## config.mk

```make
export PLATFORM = sky130hd
export DESIGN_NAME = aes_spi_job_sequencer
export DESIGN_NICKNAME = d
export VERILOG_FILES = /design/src/rtl/aes_spi_job_sequencer.sv
export SDC_FILE = /design/constraint.sdc
export NUM_CORES = 1
export LEC_CHECK = 0
export ABC_CLOCK_PERIOD_IN_PS = 3200
export CAP_MARGIN = 20
export CORE_AREA = 2 2 352 354
export DETAILED_ROUTE_END_ITERATION = 10
export DIE_AREA = 0 0 354 356
export SLEW_MARGIN = 20
export SYNTH_ARGS = -nofsm -noshare
export SYNTH_HDL_FRONTEND = slang
export SYNTH_SLANG_ARGS = --single-unit
```

## constraint.sdc

```tcl
create_clock -name clk -period 3.2 [get_ports clk]
set_input_delay 0.64 -clock clk [delete_from_list [all_inputs] [get_ports clk]]
set_output_delay 0.64 -clock clk [all_outputs]
set_load 0.02 [all_outputs]
```

## src/rtl/aes_spi_job_sequencer.sv

```systemverilog
// AES job sequencer: key frame, block frame and readback over SPI_Main, with a valid/ready job interface.
// Defining AES_SEQ_KEY_CACHE_EN adds a per-slave key cache that skips the key frame on a match.
`timescale 1ns/1ps
module aes_spi_job_sequencer #(
    parameter int unsigned GAP_CYCLES     = 4,
    parameter int unsigned TIMEOUT_CYCLES = 4096
) (
    input  logic         clk,
    input  logic         rst,
    input  logic         req_valid,
    output logic         req_ready,
    input  logic         req_sel,
    input  logic [1:0]   req_key_len,
    input  logic [255:0] req_key,
    input  logic [127:0] req_data,
    output logic         rsp_valid,
    input  logic         rsp_ready,
    output logic [127:0] rsp_data,
    output logic         rsp_err,
    output logic         spi_start,
    output logic         spi_sel,
    output logic [0:257] spi_tx,
    input  logic [0:127] spi_rx,
    input  logic         spi_done,
    output logic         busy
);
    localparam int unsigned GW = $clog2(GAP_CYCLES + 1);
    localparam int unsigned TW = $clog2(TIMEOUT_CYCLES + 1);

    typedef enum logic [3:0] {
        S_IDLE, S_KEY_GO, S_KEY_WAIT, S_GAP, S_MSG_GO, S_MSG_WAIT, S_RD_GO, S_RD_WAIT, S_RESP
    } state_e;

    state_e          state_q, state_d, gap_tgt_q, gap_tgt_d;
    logic [GW-1:0]   gap_q, gap_d;
    logic [TW-1:0]   tmr_q, tmr_d;
    logic            seen_low_q, seen_low_d;
    logic            sel_q, sel_d;
    logic [127:0]    data_q, data_d;
    logic            rsp_valid_q, rsp_valid_d, rsp_err_q, rsp_err_d;
    logic [127:0]    rsp_data_q, rsp_data_d;
    logic            spi_start_q, spi_start_d, spi_sel_q, spi_sel_d;
    logic [0:257]    spi_tx_q, spi_tx_d;
    logic            cache_hit;

    function automatic logic [255:0] norm_key(input logic [1:0] len, input logic [255:0] key);
        case (len)
            2'b00:   norm_key = {128'b0, key[127:0]};
            2'b01:   norm_key = {64'b0, key[191:0]};
            default: norm_key = key;
        endcase
    endfunction

`ifdef AES_SEQ_KEY_CACHE_EN
    logic [1:0]             len_q, len_d;
    logic [255:0]           key_q, key_d;
    logic [1:0]             c_vld_q, c_vld_d;
    logic [1:0][1:0]        c_len_q, c_len_d;
    logic [1:0][255:0]      c_key_q, c_key_d;

    assign cache_hit = c_vld_q[req_sel] && (c_len_q[req_sel] == req_key_len) &&
                       (c_key_q[req_sel] == norm_key(req_key_len, req_key));
`else
    assign cache_hit = 1'b0;
`endif

    always_comb begin
        state_d     = state_q;
        gap_tgt_d   = gap_tgt_q;
        gap_d       = gap_q;
        tmr_d       = tmr_q;
        seen_low_d  = seen_low_q;
        sel_d       = sel_q;
        data_d      = data_q;
        rsp_valid_d = rsp_valid_q;
        rsp_err_d   = rsp_err_q;
        rsp_data_d  = rsp_data_q;
        spi_start_d = 1'b0;
        spi_sel_d   = spi_sel_q;
        spi_tx_d    = spi_tx_q;
`ifdef AES_SEQ_KEY_CACHE_EN
        len_d   = len_q;
        key_d   = key_q;
        c_vld_d = c_vld_q;
        c_len_d = c_len_q;
        c_key_d = c_key_q;
`endif
        // Timer and done-low qualifier run through every GO/WAIT cycle; launches below restart them.
        if (state_q inside {S_KEY_GO, S_KEY_WAIT, S_MSG_GO, S_MSG_WAIT, S_RD_GO, S_RD_WAIT}) begin
            tmr_d = tmr_q + TW'(1);
            if (!spi_done) seen_low_d = 1'b1;
        end

        unique case (state_q)
            S_IDLE: if (req_valid) begin
                sel_d  = req_sel;
                data_d = req_data;
`ifdef AES_SEQ_KEY_CACHE_EN
                len_d = req_key_len;
                key_d = norm_key(req_key_len, req_key);
`endif
                if (req_key_len == 2'b11) begin
                    state_d     = S_RESP;
                    rsp_valid_d = 1'b1;
                    rsp_err_d   = 1'b1;
                    rsp_data_d  = '0;
`ifdef AES_SEQ_KEY_CACHE_EN
                    c_vld_d[req_sel] = 1'b0;
`endif
                end else begin
                    state_d     = cache_hit ? S_MSG_GO : S_KEY_GO;
                    spi_start_d = 1'b1;
                    spi_sel_d   = req_sel;
                    spi_tx_d    = cache_hit ? {2'b00, 128'b0, req_data}
                                            : {req_key_len, norm_key(req_key_len, req_key)};
                    tmr_d       = '0;
                    seen_low_d  = 1'b0;
                end
            end
            S_KEY_GO: state_d = S_KEY_WAIT;
            S_MSG_GO: state_d = S_MSG_WAIT;
            S_RD_GO:  state_d = S_RD_WAIT;
            S_KEY_WAIT, S_MSG_WAIT, S_RD_WAIT: begin
                if (spi_done && seen_low_q) begin
                    gap_d = '0;
                    if (state_q == S_KEY_WAIT) begin
                        state_d   = S_GAP;
                        gap_tgt_d = S_MSG_GO;
`ifdef AES_SEQ_KEY_CACHE_EN
                        c_vld_d[sel_q] = 1'b1;
                        c_len_d[sel_q] = len_q;
                        c_key_d[sel_q] = key_q;
`endif
                    end else if (state_q == S_MSG_WAIT) begin
                        state_d   = S_GAP;
                        gap_tgt_d = S_RD_GO;
                    end else begin
                        state_d     = S_RESP;
                        rsp_valid_d = 1'b1;
                        rsp_err_d   = 1'b0;
                        rsp_data_d  = spi_rx;
                    end
                end else if (tmr_q == TW'(TIMEOUT_CYCLES - 1)) begin
                    state_d     = S_RESP;
                    rsp_valid_d = 1'b1;
                    rsp_err_d   = 1'b1;
                    rsp_data_d  = '0;
`ifdef AES_SEQ_KEY_CACHE_EN
                    c_vld_d[sel_q] = 1'b0;
`endif
                end
            end
            S_GAP: begin
                gap_d = gap_q + GW'(1);
                if (gap_q == GW'(GAP_CYCLES - 1)) begin
                    state_d     = gap_tgt_q;
                    spi_start_d = 1'b1;
                    spi_sel_d   = sel_q;
                    spi_tx_d    = (gap_tgt_q == S_MSG_GO) ? {2'b00, 128'b0, data_q} : '0;
                    tmr_d       = '0;
                    seen_low_d  = 1'b0;
                end
            end
            S_RESP: if (rsp_ready) begin
                state_d     = S_IDLE;
                rsp_valid_d = 1'b0;
                rsp_err_d   = 1'b0;
                rsp_data_d  = '0;
            end
            default: state_d = S_IDLE;
        endcase
    end

    always_ff @(posedge clk) begin
        if (rst) begin
            state_q     <= S_IDLE;
            gap_tgt_q   <= S_MSG_GO;
            gap_q       <= '0;
            tmr_q       <= '0;
            seen_low_q  <= 1'b0;
            sel_q       <= 1'b0;
            data_q      <= '0;
            rsp_valid_q <= 1'b0;
            rsp_err_q   <= 1'b0;
            rsp_data_q  <= '0;
            spi_start_q <= 1'b0;
            spi_sel_q   <= 1'b0;
            spi_tx_q    <= '0;
`ifdef AES_SEQ_KEY_CACHE_EN
            len_q   <= '0;
            key_q   <= '0;
            c_vld_q <= '0;
            c_len_q <= '0;
            c_key_q <= '0;
`endif
        end else begin
            state_q     <= state_d;
            gap_tgt_q   <= gap_tgt_d;
            gap_q       <= gap_d;
            tmr_q       <= tmr_d;
            seen_low_q  <= seen_low_d;
            sel_q       <= sel_d;
            data_q      <= data_d;
            rsp_valid_q <= rsp_valid_d;
            rsp_err_q   <= rsp_err_d;
            rsp_data_q  <= rsp_data_d;
            spi_start_q <= spi_start_d;
            spi_sel_q   <= spi_sel_d;
            spi_tx_q    <= spi_tx_d;
`ifdef AES_SEQ_KEY_CACHE_EN
            len_q   <= len_d;
            key_q   <= key_d;
            c_vld_q <= c_vld_d;
            c_len_q <= c_len_d;
            c_key_q <= c_key_d;
`endif
        end
    end

    assign req_ready = (state_q == S_IDLE);
    assign busy      = (state_q != S_IDLE);
    assign rsp_valid = rsp_valid_q;
    assign rsp_err   = rsp_err_q;
    assign rsp_data  = rsp_data_q;
    assign spi_start = spi_start_q;
    assign spi_sel   = spi_sel_q;
    assign spi_tx    = spi_tx_q;
endmodule

```

* After elaboration in Yosys (flattened, before gate mapping) *
Index checks and enable logic that the tools add are counted.

word-level totals
  flip-flop bits (word level) = 544
  bits of input ports = 520
  output and inout port bits = 392
  logic and storage cells = 111

operators by class
  $add $sub $neg = 2
  equality and inequality tests = 22
  muxes and demuxes = 58
  reduce and logical (&&, ||, !) cells = 16

operators with widths
  operator                                                                 number
  128-bit two-way mux                                                      8
  258-bit two-way mux                                                      3
  258-bit one-hot mux with 2 select lines                                  1
  256-bit one-hot mux with 2 select lines                                  1
  128-bit one-hot mux with 3 select lines                                  1
  13-bit two-way mux                                                       4
  4-bit two-way mux                                                        10
  4-bit one-hot mux with 7 select lines                                    1
  13-bit one-hot mux with 2 select lines                                   1
  1-bit two-way mux                                                        21
  4-bit by 3-bit equality test with 1-bit output, second input constant    5
  13-bit by 1-bit adder with 13-bit output, second input constant          1
  13-bit by 12-bit equality test with 1-bit output, second input constant  1
  2-bit inequality test, second input constant                             5
  3-bit inequality test, second input constant                             3
  4-bit by 2-bit equality test with 1-bit output, second input constant    2
  4-bit AND reduction                                                      2
  7-bit AND reduction                                                      1
  1-bit one-hot mux with 2 select lines                                    3
  1-bit one-hot mux with 3 select lines                                    2
  3-bit one-hot mux with 2 select lines                                    1
  2-bit nonzero test                                                       3
  6-bit nonzero test                                                       1
  4-bit by 1-bit equality test with 1-bit output, second input constant    1
  other kinds (15)                                                         16

* Logic depth before layout (Yosys ltp) *
  depth in word-level cells = 6
  mapped depth = 12
  gate-level depth less buffers = 7

* Least setup slack after synthesis *
No wires, ideal clock.

  kind = input -> register
  start point = input rst
  end point = register spi_tx_q (netlist bit spi_tx[130])
  library setup time = 0.132 ns
  arrival = 1.881 ns
  required time = 3.068 ns
  setup slack = 1.187 ns
  cell stages on the path = 5
  path buffers = 4
  cell sequence = clkbuf_1 clkbuf_1 clkbuf_1 clkbuf_1 nor3_1

RTL lines
  element               RTL line  text
  from (decl)           9         input logic rst,
  to (signal assigned)  209       spi_tx_q <= spi_tx_d;
  to (decl)             43        logic [0:257] spi_tx_q, spi_tx_d;

No word-level cell between the ends.

* Final worst setup path *
  start point = register state_q[0]
  end point = output busy

on the way
  word-level cells in the longest chain between the ends = 1

ends and longest elaborated chain
  element                 RTL line  text
  from (decl)             34        state_e state_q, state_d, gap_tgt_q, gap_tgt_d;
  from (signal assigned)  197       state_q <= state_d;
  4-bit nonzero test      221       assign busy = (state_q != S_IDLE);
  to (decl)               25        output logic busy

Every way passes these cells.

==> results.cfg <==
[worst_setup_path]
worstPathMaxFanout = 16
cp-start-kind = register
end_kind = output pin
crit_arrival_ns = 2.38
crit_type = register to output pin
required_ns = 2.56

[floorplanning]
core_area_um2 = 123000
io_pins = 912
die_x_um = 354
initial_utilization_pct = 17.3
rows = 129
fp.dieH_um = 356
die-area_um2 = 126000

[routing]
wl_per_cell_um = 18.5
first_pass_iters = 7
drc = 0
num_vias = 21136
avgViaCountPerCell = 4.24
drt-total-wl_um = 92300
antenna_left = 0
drtIter0Drc = 1509

[synth]
synth_edf_count = 0
synthXorXnorAreaFrac_pct = 0.536
yosys.area.top_type = dfxtp_1
syn_area_um2 = 21300
yosys.area.top_type_share_pct = 51.0
synth_compound_area_share_pct = 20.2
yosys_warnings = 0
synth_seq_area_share_pct = 51.0
synth_nets = 2988
ys_types = 53
synth_top_family_by_area = simple AND/OR/NAND/NOR gates
synthAdderAreaFrac_pct = 0.177
async_reset_ff_share_pct = 0
ys_ff_latch = 541
synth_flop_cell = dfxtp_1
synth_area_per_cell_um2 = 8.62
synthMuxAreaShare_pct = 0.0942
ys_top_cells_by_area = dfxtp_1, nand2_1, a22o_1
synth_simple_gate_area_share_pct = 22.6
synthCells = 2465

[global_routing]
grt_use_total_pct = 13.8
grt_pass1_wl_um = 133000
antenna_found_initial = 16
grt_pass1_vias = 20230
grt_max_degree = 153
grt-ovfl-total = 0

[timing]
maxSlewViolCount = 0
hold_viol = 0
period_share_pct = 94.3
fin_crit_ns = 3.02
finalSetupViolations = 0
worstMarginPinSlew_ns = 0.949
setup_tns_ns = 0
finalClockSkew_ns = 0.0261
relSlewSlack_pct = 36.7
fmax_ghz = 0.332
rsz0062_at_grt = no

[clock_tree]
htree_levels = 3
cts-resized-gates = 0
max-clock-path-buffers = 3
cts_tree = built
post_cts_buffers = 0
root_buffer = clkbuf_16
cts.hold.buffers_added = 0
clkSinkCount = 541
cts_inserted_buffers = 67
clk_transition_reported_paths_ns = 0.06
insertion_delay_ns = 0.65

[power]
max-vdd-ir-drop_mv = 0.315
intPower_uw = 13600
pwr-share-comb_pct = 19.6
sw_frac_of_total_pct = 29.0
p_per_area_nw_per_um2 = 554
p_leak_uw = 0.0116
p_total_uw = 19100
pwr-share-clk_pct = 40.8
netSwitchingPower_uw = 5540
power_frac_seq_pct = 39.5

[cells_and_area]
syn_to_final_growth_pct = 62.1
mostFrequentLayoutCells = clkdlybuf4s50_1, dfxtp_1, nand2_1, o21ai_0, nor2_1
final_common_cell = clkdlybuf4s50_1
nNetsFinal = 3807
drive_gt1_share_pct = 5.85

[status]
run_status = completed

[placed_design]
gp_congestion = 0.827
portBuffers = 911
dp_hpwl_um = 66900

[worst_hold_path]
hold_class = input pin to register

[job]
cap_violations = 0
## synth_stat cells, types with 3 or more instances
cell and instances:
dfxtp_1 541, nand2_1 410, o21ai_0 162, nor2_1 155, clkbuf_1 151, a21oi_1 140
nor3_1 133, nor2b_1 129, a211oi_1 128, a22o_1 128, nor3b_1 128, o21ai_1 100
buf_2 45, buf_6 23, buf_4 11, xnor2_1 10, nand3_1 7, nand2b_1 6
buf_1 4, inv_1 4, ha_1 3, nand4_1 3, nor4_1 3, xor2_1 3
## area by class of cell
cell class              instances  area [µm²]
well taps                    1637        2050
fillers                     13005       88200
inverters                       5        18.8
clock inverters                25         355
multi-input cells            1685        9320
repair buffers                984        9960
clock buffers                  94        1890
diodes                          9        22.5
flip-flops and latches        541       10800
## state kept, by name, indices dropped and copies added, names as in the netlist
signal,count
data_q,128
gap_q,3
gap_tgt_q,1
rsp_data,128
rsp_err,1
rsp_valid,1
seen_low_q,1
sel_q,1
spi_sel,1
spi_start,1
spi_tx,258
state_q,4
tmr_q,13
## metal layers
metal  track usage [%]  vias up  share of wire (%)
met4              5.30       10                2.9
met1              18.0     9990                 44
met2              20.8      795                 44
met5                 0        -              0.074
li1                  -    10199                  -
met3              4.88      142                8.8
## metrics by stage
stage	cells	cell area (µm²)	utilization [%]	setup WS, ns	hold WS, ns
after floorplan	2465	21300	-	1.19	0.432
after global placement	4852	32200	26.2	0.442	0.437
after detailed placement	4852	32200	26.2	0.365	0.442
after CTS	4971	34400	28.1	0.110	0.302
after global routing	4977	34400	28.1	0.0530	0.350
final	4980	34400	28.1	0.183	0.385
## worst max-delay path: stages, from the launching register on
cell,delay (ns)
dfxtp_1,0.72
nor2_1,0.16
nand2_1,0.20
clkdlybuf4s50_1,0.66
## power by group through the flow
stage | logic (µW) | registers [µW] | clock network, µW
5_1_grt | 4010 | 7600 | 8300
6_report | 3750 | 7550 | 7800
3_3_place_gp | 3750 | 7680 | 0
2_1_floorplan | 1450 | 7990 | 0
4_1_cts | 3780 | 7550 | 8050
3_5_place_dp | 3760 | 7690 | 0
## cells by family after synthesis
group	Yosys count
xor gates and xnor gates	13
adders and majority gates	3
muxes	2
DFF	541
buffers and inverters	239
AOI/OAI and AO/OA	678
and+or+nand+nor	989
## path summary, 6_finish.rpt
path / start / endpoint / slack [ns] / cells past startpoint
max reg2reg: state_q[0] / spi_tx[118] / 0.53 / 8
max: state_q[0] / busy / 0.18 / 3
min reg2reg: data_q[53] / data_q[53] / 0.45 / 2
min: rst / rsp_valid / 0.38 / 2
(Power assumes the default switching activity.)
